<file path="src/rtl/calc_pkg.sv">
// Shared constants and types for the calculation result serializer.
// Result count, index width, index names and the FSM state encoding.
package calc_pkg;

  localparam int BW_DEF = 8;
  localparam int NRES   = 6;
  localparam int IDX_W  = 3;

  localparam logic [IDX_W-1:0] IDX_S1 = 3'd0;
  localparam logic [IDX_W-1:0] IDX_S2 = 3'd1;
  localparam logic [IDX_W-1:0] IDX_S3 = 3'd2;
  localparam logic [IDX_W-1:0] IDX_S4 = 3'd3;
  localparam logic [IDX_W-1:0] IDX_S5 = 3'd4;
  localparam logic [IDX_W-1:0] IDX_S6 = 3'd5;

  localparam logic [IDX_W-1:0] DIV0_IDX = IDX_S3;

  typedef enum logic {
    ST_IDLE,
    ST_SEND
  } state_t;

endpackage

</file>
<file path="src/rtl/calc_result_serializer.sv">
// Captures a six-result frame in one transfer and replays it one result per beat.
// Ports: clk, rst_n, in_valid/in_ready/in_s1..6/in_div0, out_valid/out_ready/out_data/out_idx/out_last/out_div0, frame_cnt.
module calc_result_serializer
  import calc_pkg::*;
#(
  parameter int BW = BW_DEF
) (
  input  logic             clk,
  input  logic             rst_n,
  input  logic             in_valid,
  output logic             in_ready,
  input  logic [BW-1:0]    in_s1,
  input  logic [BW-1:0]    in_s2,
  input  logic [BW-1:0]    in_s3,
  input  logic [BW-1:0]    in_s4,
  input  logic [BW-1:0]    in_s5,
  input  logic [BW-1:0]    in_s6,
  input  logic             in_div0,
  output logic             out_valid,
  input  logic             out_ready,
  output logic [BW-1:0]    out_data,
  output logic [IDX_W-1:0] out_idx,
  output logic             out_last,
  output logic             out_div0,
  output logic [15:0]      frame_cnt
);

  state_t           state;
  state_t           state_nx;
  logic [IDX_W-1:0] idx;
  logic [IDX_W-1:0] idx_nx;
  logic [BW-1:0]    cap [NRES];
  logic             div0_q;
  logic [BW-1:0]    data_sel;

  logic fire;
  logic last_fire;
  logic accept;

  assign out_valid = (state == ST_SEND);
  assign out_idx   = idx;
  assign out_last  = out_valid & (idx == IDX_S6);
  assign out_div0  = out_valid & div0_q
                   & (idx == DIV0_IDX);

  assign fire      = out_valid & out_ready;
  assign last_fire = fire & out_last;

  // A new frame may load in the same cycle the
  // last beat leaves, keeping the stream gapless.
  assign in_ready  = rst_n
                   & ((state == ST_IDLE) | last_fire);
  assign accept    = in_valid & in_ready;

  always_comb begin
    data_sel = '0;
    for (int i = 0; i < NRES; i++) begin
      if (idx == IDX_W'(i)) data_sel = cap[i];
    end
  end

  assign out_data = out_valid ? data_sel : '0;

  always_comb begin
    state_nx = state;
    idx_nx   = idx;
    unique case (state)
      ST_IDLE: begin
        if (accept) begin
          state_nx = ST_SEND;
          idx_nx   = IDX_S1;
        end
      end
      ST_SEND: begin
        if (fire) begin
          if (out_last) begin
            idx_nx   = IDX_S1;
            state_nx = accept ? ST_SEND : ST_IDLE;
          end else begin
            idx_nx   = idx + 1'b1;
          end
        end
      end
      default: begin
        state_nx = ST_IDLE;
        idx_nx   = IDX_S1;
      end
    endcase
  end

  always_ff @(posedge clk or negedge rst_n) begin
    if (!rst_n) begin
      state <= ST_IDLE;
      idx   <= IDX_S1;
    end else begin
      state <= state_nx;
      idx   <= idx_nx;
    end
  end

  always_ff @(posedge clk or negedge rst_n) begin
    if (!rst_n) begin
      for (int i = 0; i < NRES; i++) cap[i] <= '0;
      div0_q <= 1'b0;
    end else if (accept) begin
      cap[0] <= in_s1;
      cap[1] <= in_s2;
      cap[2] <= in_s3;
      cap[3] <= in_s4;
      cap[4] <= in_s5;
      cap[5] <= in_s6;
      div0_q <= in_div0;
    end
  end

  always_ff @(posedge clk or negedge rst_n) begin
    if (!rst_n) begin
      frame_cnt <= '0;
    end else if (last_fire) begin
      frame_cnt <= frame_cnt + 16'd1;
    end
  end

endmodule

</file>
<file path="config.mk">
export PLATFORM = sky130hd
export DESIGN_NAME = calc_result_serializer
export DESIGN_NICKNAME = d
export VERILOG_FILES = /design/src/rtl/calc_pkg.sv /design/src/rtl/calc_result_serializer.sv
export SDC_FILE = /design/constraint.sdc
export NUM_CORES = 1
export LEC_CHECK = 0
export CELL_PAD_IN_SITES_DETAIL_PLACEMENT = 0
export CELL_PAD_IN_SITES_GLOBAL_PLACEMENT = 1
export CORE_ASPECT_RATIO = 1.25
export CORE_UTILIZATION = 38
export DETAILED_ROUTE_END_ITERATION = 10
export PLACE_DENSITY_LB_ADDON = 0.05
export SYNTH_ARGS = -nofsm -noshare
export SYNTH_HDL_FRONTEND = slang
export SYNTH_SLANG_ARGS = --single-unit
</file>
<file path="constraint.sdc">
create_clock -name clk -period 2.9 [get_ports clk]
set_input_delay 0.435 -clock clk [delete_from_list [all_inputs] [get_ports clk]]
set_output_delay 0.435 -clock clk [all_outputs]
set_load 0.03 [all_outputs]
</file>
Yosys cells after proc, flatten, opt, wreduce, memory -nomap -nowiden --
Cells that the tools add are included.
Word-level totals: word-level logic and storage cells 45, input bits 53, flip-flop bits (word level) 69, output and inout port bits 31
Cells by class: add/subtract/negate cells 2, reduce and logical (&&, ||, !) cells 2, muxes and demuxes 15, bitwise logic cells 9, equal/unequal tests 7
Operator list (count):
- 8-bit two-way mux | 7
- 16-bit by 1-bit adder with 16-bit output, second input constant | 1
- 3-bit two-way mux | 3
- 1-bit AND | 7
- 3-bit by 2-bit equality test with 1-bit output, second input constant | 2
- 3-bit equality test, second input constant | 2
- 3-bit one-hot mux with 2 select lines | 1
- 3-bit by 1-bit adder with 3-bit output, second input constant | 1
- 3-bit by 1-bit equality test with 1-bit output, second input constant | 1
- 3-bit zero test | 1
- 1-bit two-way mux | 3
- 2-bit by 1-bit != test with 1-bit output, second input constant | 1
- 2-bit != test, second input constant | 1
- 1-bit one-hot mux with 2 select lines | 1
- 2-bit AND reduction | 1
- 1-bit NOT | 1
- 1-bit OR | 1

Longest topological paths before layout --
Gate-level depths: netlist of the first run.
depth in word-level cells 10, mapped depth 10, mapped depth without buffers 6

Worst setup path after synthesis of the first run --
No wires, ideal clock.
kind flip-flop to output port, from register idx[2] (netlist: out_idx[2]), to output port out_data[0], arrival 2.547 ns, path buffers 4, required time 2.465 ns, slack -0.082 ns, stages on the path, launching flop included 10, path through dfrtp_1 buf_2 buf_1 inv_1 ha_1 buf_2 clkbuf_1 a211oi_1 o22ai_1 a31oi_1
On the way: word-level cells in the longest chain between the ends 8, elaborated cells between the ends (all ways) 13
Ends and longest elaborated chain:
- start, declared | RTL line calc_result_serializer.sv:30 | logic [IDX_W-1:0] idx;
- start signal, assigned | RTL line calc_result_serializer.sv:97 | idx <= idx_nx;
- 3-bit zero test | RTL line calc_result_serializer.sv:58 | if (idx == IDX_W'(i)) data_sel = cap[i];
- 8-bit two-way mux (5 in series) | RTL line calc_result_serializer.sv:58
- 8-bit two-way mux * | RTL line calc_result_serializer.sv:58
- 8-bit two-way mux * | RTL line calc_result_serializer.sv:62 | assign out_data = out_valid ? data_sel : '0;
- end, declared | RTL line calc_result_serializer.sv:21 | output logic [BW-1:0] out_data,
Every way passes the cells marked *; elsewhere a longest branch is shown, timed or not.

Worst setup path in the final report of the first run --
from register idx[0] (netlist: out_idx[0]), to output port out_data[0]
The elaborated chain is that of the path after synthesis.

==> results.sh, run 1 <==
export IMPL_hold_violations=0
export IMPL_path_cells="inv_1 > ha_1 > or2_2 > o22ai_1 > a31oi_2 > dlygate4sd2_1"
export IMPL_synth_top_family_by_area="multiplexers"
export IMPL_grt_overflow=0
export IMPL_cts_root_buf="clkbuf_8"
export IMPL_port_buffers=83
export IMPL_diodes=0
export IMPL_slowest_delay_ns=0.44
export IMPL_initial_utilization_pct=39.0
export IMPL_gp_congestion=0.851
export IMPL_drc_errors=0
export IMPL_crit_buf_inv=2
export IMPL_async_flop_share_pct=100
export IMPL_synth_common_cells="69 x dfrtp_1, 44 x nand2_1, 28 x mux2_2, 27 x o21ai_0, 14 x mux2_1"
export IMPL_synth_simple_area_share_pct=11.7
export IMPL_vias_per_cell=4.95
export IMPL_avgSynthCellArea_um2=10.9
export IMPL_core_area_um2=8610
export IMPL_first_iter_violations=87
export IMPL_cts_htree_levels=3
export IMPL_crit_type="flop to primary output"
export IMPL_grt_pass1_vias=2609
export IMPL_antenna_found_initial=0
export IMPL_final_layout_size_suffix_gt1_share_pct=19.6
export IMPL_dpl_hpwl_um=5810
export IMPL_crit_fanout=10
export IMPL_dpl_cell_area_um2=4330
export IMPL_whs_ns=0.328
export IMPL_synth_area_leaders="dfrtp_1 51%, mux2_2 9.4%, nand2_1 4.9%, mux2_1 4.7%, o21ai_0 4.0%"
export IMPL_arrival_ns=2.37
export IMPL_cp_required_ns=2.47
export IMPL_dp_cells=498
export IMPL_cts_buffers=9
export IMPL_cts_tree="done"
export IMPL_ys_warn_count=0
export IMPL_clkTransAtPathRegs_ns=0.07
export IMPL_yosys_mux_area_fraction_pct=14.1
export IMPL_end_kind="primary output"
export IMPL_grt_pass1_wl_um=12900
export IMPL_grt_util_all_layers_pct=18.7
export IMPL_placementRows=38
export IMPL_insertion_delay_ns=0.34
export IMPL_vdd_drop_max_mv=0.615
export IMPL_p_sw_mw=1.83
export IMPL_max_freq_mhz=356
export IMPL_fin_cells=513
export IMPL_synthFlopType="dfrtp_1"
export IMPL_cts_max_path_buffers=2
export IMPL_met2_length_um=4150
export IMPL_die_y_um=107
export IMPL_design_portCount=84
export IMPL_netlist_area_um2=3360
export IMPL_finalSetupViolCount=0
export IMPL_synth_adder_area_share_pct=2.24
export IMPL_hold_path_class="primary input to asynchronous set/reset pin"
export IMPL_clock_sinks=69
export IMPL_wl_per_cell_um=15.5
export IMPL_fin_area_um2=4480
export IMPL_postRouteAntennaNets=0
export IMPL_ys_ff_latch=69
export IMPL_period_minus_slack_ns=2.81
export IMPL_ctsHoldBuffers=0
export IMPL_clock_power_share_pct=15.6
export IMPL_syn_nets=366
export IMPL_final_nets=448
export IMPL_worstMarginPinSlew_ns=0.877
export IMPL_clock_skew_ns=0.00735
export IMPL_syn_inst=307
export IMPL_grt_max_degree=70
export IMPL_synth_compound_area_share_pct=10.8
export IMPL_dr_max_layer_used="met4"
export IMPL_combPwrFrac_pct=47.7
export IMPL_syn_to_final_growth_pct=33.5
export IMPL_die_x_um=86.1
export IMPL_met3_length_um=296
export IMPL_start_kind="flop"
export IMPL_intPower_mw=2.57
export IMPL_cap_violations=0
export IMPL_relSlewSlack_pct=41.5
export IMPL_slew_viol_final=0
export IMPL_critPathTopFamily="buffers and inverters"
export IMPL_seqPwrFrac_pct=36.7
export IMPL_ys_seq_area_share_pct=51.4
export IMPL_cp_slowest_cell="dfrtp_1"
export IMPL_synth_top_cell_area_share_pct=51.4
export IMPL_synth_cell_types=35
export IMPL_synth_edff_count=0
export IMPL_post_cts_buffers=0
export IMPL_vias=2540
export IMPL_period_share_pct=96.8
export IMPL_status="finished clean"
export IMPL_p_leak_nw=1.88
export IMPL_switching_share_pct=41.5
export IMPL_first_pass_iters=4
export IMPL_yosysMostFrequentCell="dfrtp_1"
export IMPL_met1_length_um=3400
export IMPL_synth_top_cell_by_area="dfrtp_1"
export IMPL_fillerInstances=844
export IMPL_die_area_um2=9220
export IMPL_powerDensity_nw_per_um2=980
export IMPL_wirelength_um=7970
export IMPL_synth_xor_area_share_pct=4.14
[stage by stage]
stage / power [mW] / setup WS (ns) / TNS [ns] / util, %
global placement: 3.81 / 0.133 / 0 / 50.3
finish: 4.39 / 0.0927 / 0 / 52.1
floorplan: 3.00 / 0.0204 / 0 / -
global route: 4.70 / -0.00633 / -0.00633 / 52.1
detailed placement: 3.83 / 0.129 / 0 / 50.3
CTS: 4.45 / 0.00914 / 0 / 52.2
[cell type report]
cell class	instances	area [um^2]	area share, %
Inverter	13	48.8	1.09
Multi-Input combinational cell	203	1500	33.5
Clock buffer	11	141	3.15
Tap cell	120	150	3.35
Clock inverter	4	25.0	0.558
Timing Repair Buffer	93	890	19.8
Sequential cell	69	1730	38.5
[sequential cells by signal (all words and copies together) (netlist names)]
register / cells
div0_q: 1
out_idx: 3
cap: 48
frame_cnt: 16
out_valid: 1
[power groups by stage]
| stage | logic, mW | registers (mW) | clock network (mW) |
|---|---|---|---|
| after floorplan | 1.38 | 1.63 | 0 |
| after detailed placement | 2.19 | 1.64 | 0 |
| after global routing | 2.29 | 1.67 | 0.749 |
| final | 2.10 | 1.61 | 0.685 |
| after global placement | 2.18 | 1.64 | 0 |
| after CTS | 2.12 | 1.62 | 0.709 |
[path summary, 6_finish.rpt]
kind,start,end,slack (ns),depth (start not counted)
max,out_idx[0]$_DFFE_PN0P_,out_data[0],0.09,6
min,rst_n,frame_cnt[2]$_DFFE_PN0P_,0.33,2
max reg2reg,out_idx[1]$_DFFE_PN0P_,cap[7]$_DFFE_PN0P_,0.74,7
min reg2reg,frame_cnt[15]$_DFFE_PN0P_,frame_cnt[15]$_DFFE_PN0P_,0.48,1
max in group asynchronous,rst_n,cap[15]$_DFFE_PN0P_,2.00,2
min in group clk,frame_cnt[15]$_DFFE_PN0P_,frame_cnt[15]$_DFFE_PN0P_,0.48,1
[metal layers]
metal  track usage [%]  up-vias
li1                  -     1240
met4              6.31        0
met3              4.16       11
met1              22.5     1224
met2              32.8       65
met5                 0        -
[cells by family after synthesis]
logic type / Yosys count
AND/OR/NAND/NOR: 78
flip-flops: 69
adder cells (fa/ha/maj): 6
buffers and inverters: 35
AO/OA/AOI/OAI: 62
multiplexers: 42
XOR/XNOR: 15
[timing repair]
item | CTS | global route
resized for setup | 7 | 12
cloned | 0 | 0
setup endpoints to repair | 7 | 9
hold endpoints to repair | 0 | 0
[cell usage in the layout, fill, tap and decap left out, types with 2 or more instances in the layout]
| cell type | count |
|---|---|
| buf_4 | 10 |
| nand3_2 | 4 |
| and3_1 | 2 |
| clkinv_2 | 2 |
| mux2_1 | 14 |
| mux2_2 | 28 |
| clkbuf_2 | 4 |
| clkbuf_8 | 10 |
| a31oi_2 | 7 |
| nand3_1 | 12 |
| ha_1 | 3 |
| and4_1 | 2 |
| ha_2 | 3 |
| inv_1 | 13 |
| nand4_1 | 4 |
| nand2_1 | 44 |
| nor2_1 | 4 |
| a21oi_1 | 7 |
| xor2_1 | 2 |
| a211oi_1 | 7 |
| dlygate4sd2_1 | 3 |
| dfrtp_1 | 69 |
| clkdlybuf4s50_1 | 73 |
| o21ai_0 | 27 |
| xnor2_1 | 12 |
| o22ai_1 | 9 |
| clkinvlp_4 | 2 |
Note: power is estimated with default switching activity, not from simulation.
==> inputs of run 2 (changes only) <==
--- a/config.mk
+++ b/config.mk
@@ -10,7 +10,7 @@
 export CORE_ASPECT_RATIO = 1.25
 export CORE_UTILIZATION = 38
 export DETAILED_ROUTE_END_ITERATION = 10
-export PLACE_DENSITY_LB_ADDON = 0.05
+export PLACE_DENSITY_LB_ADDON = 0.2
 export SYNTH_ARGS = -nofsm -noshare
 export SYNTH_HDL_FRONTEND = slang
 export SYNTH_SLANG_ARGS = --single-unit
==> results.sh, run 2 (synthesis gave the netlist of run 1 again) <==
export IMPL_status="finished clean"
export IMPL_vias=2592
export IMPL_hp_start="frame_cnt[15]$_DFFE_PN0P_"
export IMPL_period_share_pct=96.2
export IMPL_dpl_hpwl_um=5890
export IMPL_cp_common_cell="ha_1"
export IMPL_hold_path_class="flop to flop"
export IMPL_post_cts_buffers=0
export IMPL_cts_buffers=9
export IMPL_gp_congestion=0.744
export IMPL_endpoint="out_data[5]"
export IMPL_diodes=0
export IMPL_syn_to_final_growth_pct=36.9
export IMPL_first_iter_violations=132
export IMPL_period_minus_slack_ns=2.79
export IMPL_port_buffers=83
export IMPL_powerDensity_nw_per_um2=1010
export IMPL_cp_depth=7
export IMPL_rsz0062_at_grt="no"
export IMPL_cts_tree="done"
export IMPL_cap_violations=0
export IMPL_cts_root_buf="clkbuf_8"
export IMPL_regMostFlops="cap"
export IMPL_slew_viol_final=0
export IMPL_final_nets=454
export IMPL_die_x_um=86.1
export IMPL_cts_max_path_buffers=2
export IMPL_wl_per_cell_um=15.2
export IMPL_crit_type="flop to primary output"
export IMPL_finalSetupViolCount=0
export IMPL_wirelength_um=7910
export IMPL_grt_pass1_wl_um=13100
export IMPL_die_area_um2=9220
export IMPL_die_y_um=107
export IMPL_largest_reg_flops=48
export IMPL_grt_util_all_layers_pct=19.0
export IMPL_relSlewSlack_pct=54.6
export IMPL_vias_per_cell=4.98
export IMPL_insertion_delay_ns=0.35
export IMPL_vdd_drop_max_mv=0.616
export IMPL_clock_skew_ns=0.00664
export IMPL_r2r_end="cap[17]$_DFFE_PN0P_"
export IMPL_grt_max_degree=55
export IMPL_grt_pass1_vias=2659
export IMPL_design_portCount=84
export IMPL_critPathLaunch="out_idx[0]$_DFFE_PN0P_"
export IMPL_grt_overflow=0
export IMPL_p_leak_nw=1.95
export IMPL_arrival_ns=2.35
export IMPL_final_layout_size_suffix_gt1_share_pct=20.3
export IMPL_core_area_um2=8610
export IMPL_initial_utilization_pct=39.0
export IMPL_cp_slowest_cell="dfrtp_1"
export IMPL_crit_buf_inv=2
export IMPL_start_kind="flop"
export IMPL_crit_fanout=11
export IMPL_end_kind="primary output"
export IMPL_path_cells="ha_1 > ha_1 > buf_4 > a211oi_1 > o22ai_1 > a31oi_2 > dlygate4sd2_1"
export IMPL_setup_tns_final_ns=0
export IMPL_critPathTopFamily="buffers and inverters"
export IMPL_cp_required_ns=2.47
export IMPL_drc_errors=0
export IMPL_first_pass_iters=4
export IMPL_worstMarginPinSlew_ns=0.681
export IMPL_clkTransAtPathRegs_ns=0.07
export IMPL_placementRows=38
export IMPL_ff2ff_path_depth=7
export IMPL_antenna_found_initial=0
export IMPL_final_cell_mix="73 x clkdlybuf4s50_1, 69 x dfrtp_1, 44 x nand2_1"
export IMPL_r2r_start="out_idx[1]$_DFFE_PN0P_"
export IMPL_hold_violations=0
export IMPL_cts_htree_levels=3
export IMPL_fillerInstances=805
export IMPL_clock_sinks=69
export IMPL_final_common_cell="clkdlybuf4s50_1"
export IMPL_max_freq_mhz=358
export IMPL_slowest_delay_ns=0.44
export IMPL_regToRegSetupSlack_ns=0.78
export IMPL_whs_ns=0.470
export IMPL_postRouteAntennaNets=0
==> run 2: cell types whose count changed in the layout (fill, tap and decap cells not counted), sizes merged, moves of 2 or more <==
cell           before  now
buf                12   17
bufinv              0    2
clkbuf             15   13
clkdlybuf4s15       0    2
clkinvlp            2    0
==> run 2: final cells by class <==
type | count | area [um^2] | area share, %
multi-input cells | 203 | 1500 | 32.7
well taps | 120 | 150 | 3.27
flip-flops and latches | 69 | 1730 | 37.6
clock buffers | 11 | 151 | 3.29
repair buffers | 99 | 935 | 20.3
clock inverters | 5 | 82.6 | 1.80
inverters | 13 | 48.8 | 1.06
==> run 2: worst min path at each step <==
stage | to | cells past startpoint
after floorplan | cap[0]$_DFFE_PN0P_ | 0
after global placement | cap[40]$_DFFE_PN0P_ | 1
after detailed placement | cap[40]$_DFFE_PN0P_ | 1
after CTS | frame_cnt[15]$_DFFE_PN0P_ | 1
after global routing | cap[41]$_DFFE_PN0P_ | 1
final | frame_cnt[15]$_DFFE_PN0P_ | 1
==> run 2: metal layers <==
metal	up-vias	wire (um)	share of wire (%)	global-route usage [%]
li1	1252	-	-	-
met1	1274	3420	43	23.3
met2	56	4040	51	31.7
met3	10	331	4.2	4.70
met4	0	127	1.6	7.62
met5	-	0	0	0
==> run 2: through the flow <==
step | util, % | setup slack (ns) | cells | power [mW] | cell area (um^2)
4_1_cts | 53.3 | 0.0573 | 520 | 4.68 | 4590
3_3_place_gp | 50.6 | 0.227 | 503 | 3.79 | 4360
5_1_grt | 53.4 | 0.00433 | 520 | 4.95 | 4600
6_report | 53.4 | 0.110 | 520 | 4.62 | 4600
3_5_place_dp | 50.6 | 0.187 | 503 | 3.83 | 4360
2_1_floorplan | - | 0.0204 | 307 | 3.00 | 3400
==> run 2: timing repair <==
action | in CTS | in global routing
setup endpoints to repair | 7 | 7
gates resized for setup | 7 | 9
hold buffers | 1 | 0
hold endpoints to repair | 7 | 0
pin swaps | 0 | 0
==> run 2: power by group <==
part           internal (mW)  switching, mW  total, mW
combinational          0.923           1.19       2.11
sequential              1.35          0.252       1.61
clock                  0.532          0.371      0.904
total                   2.81           1.81       4.62
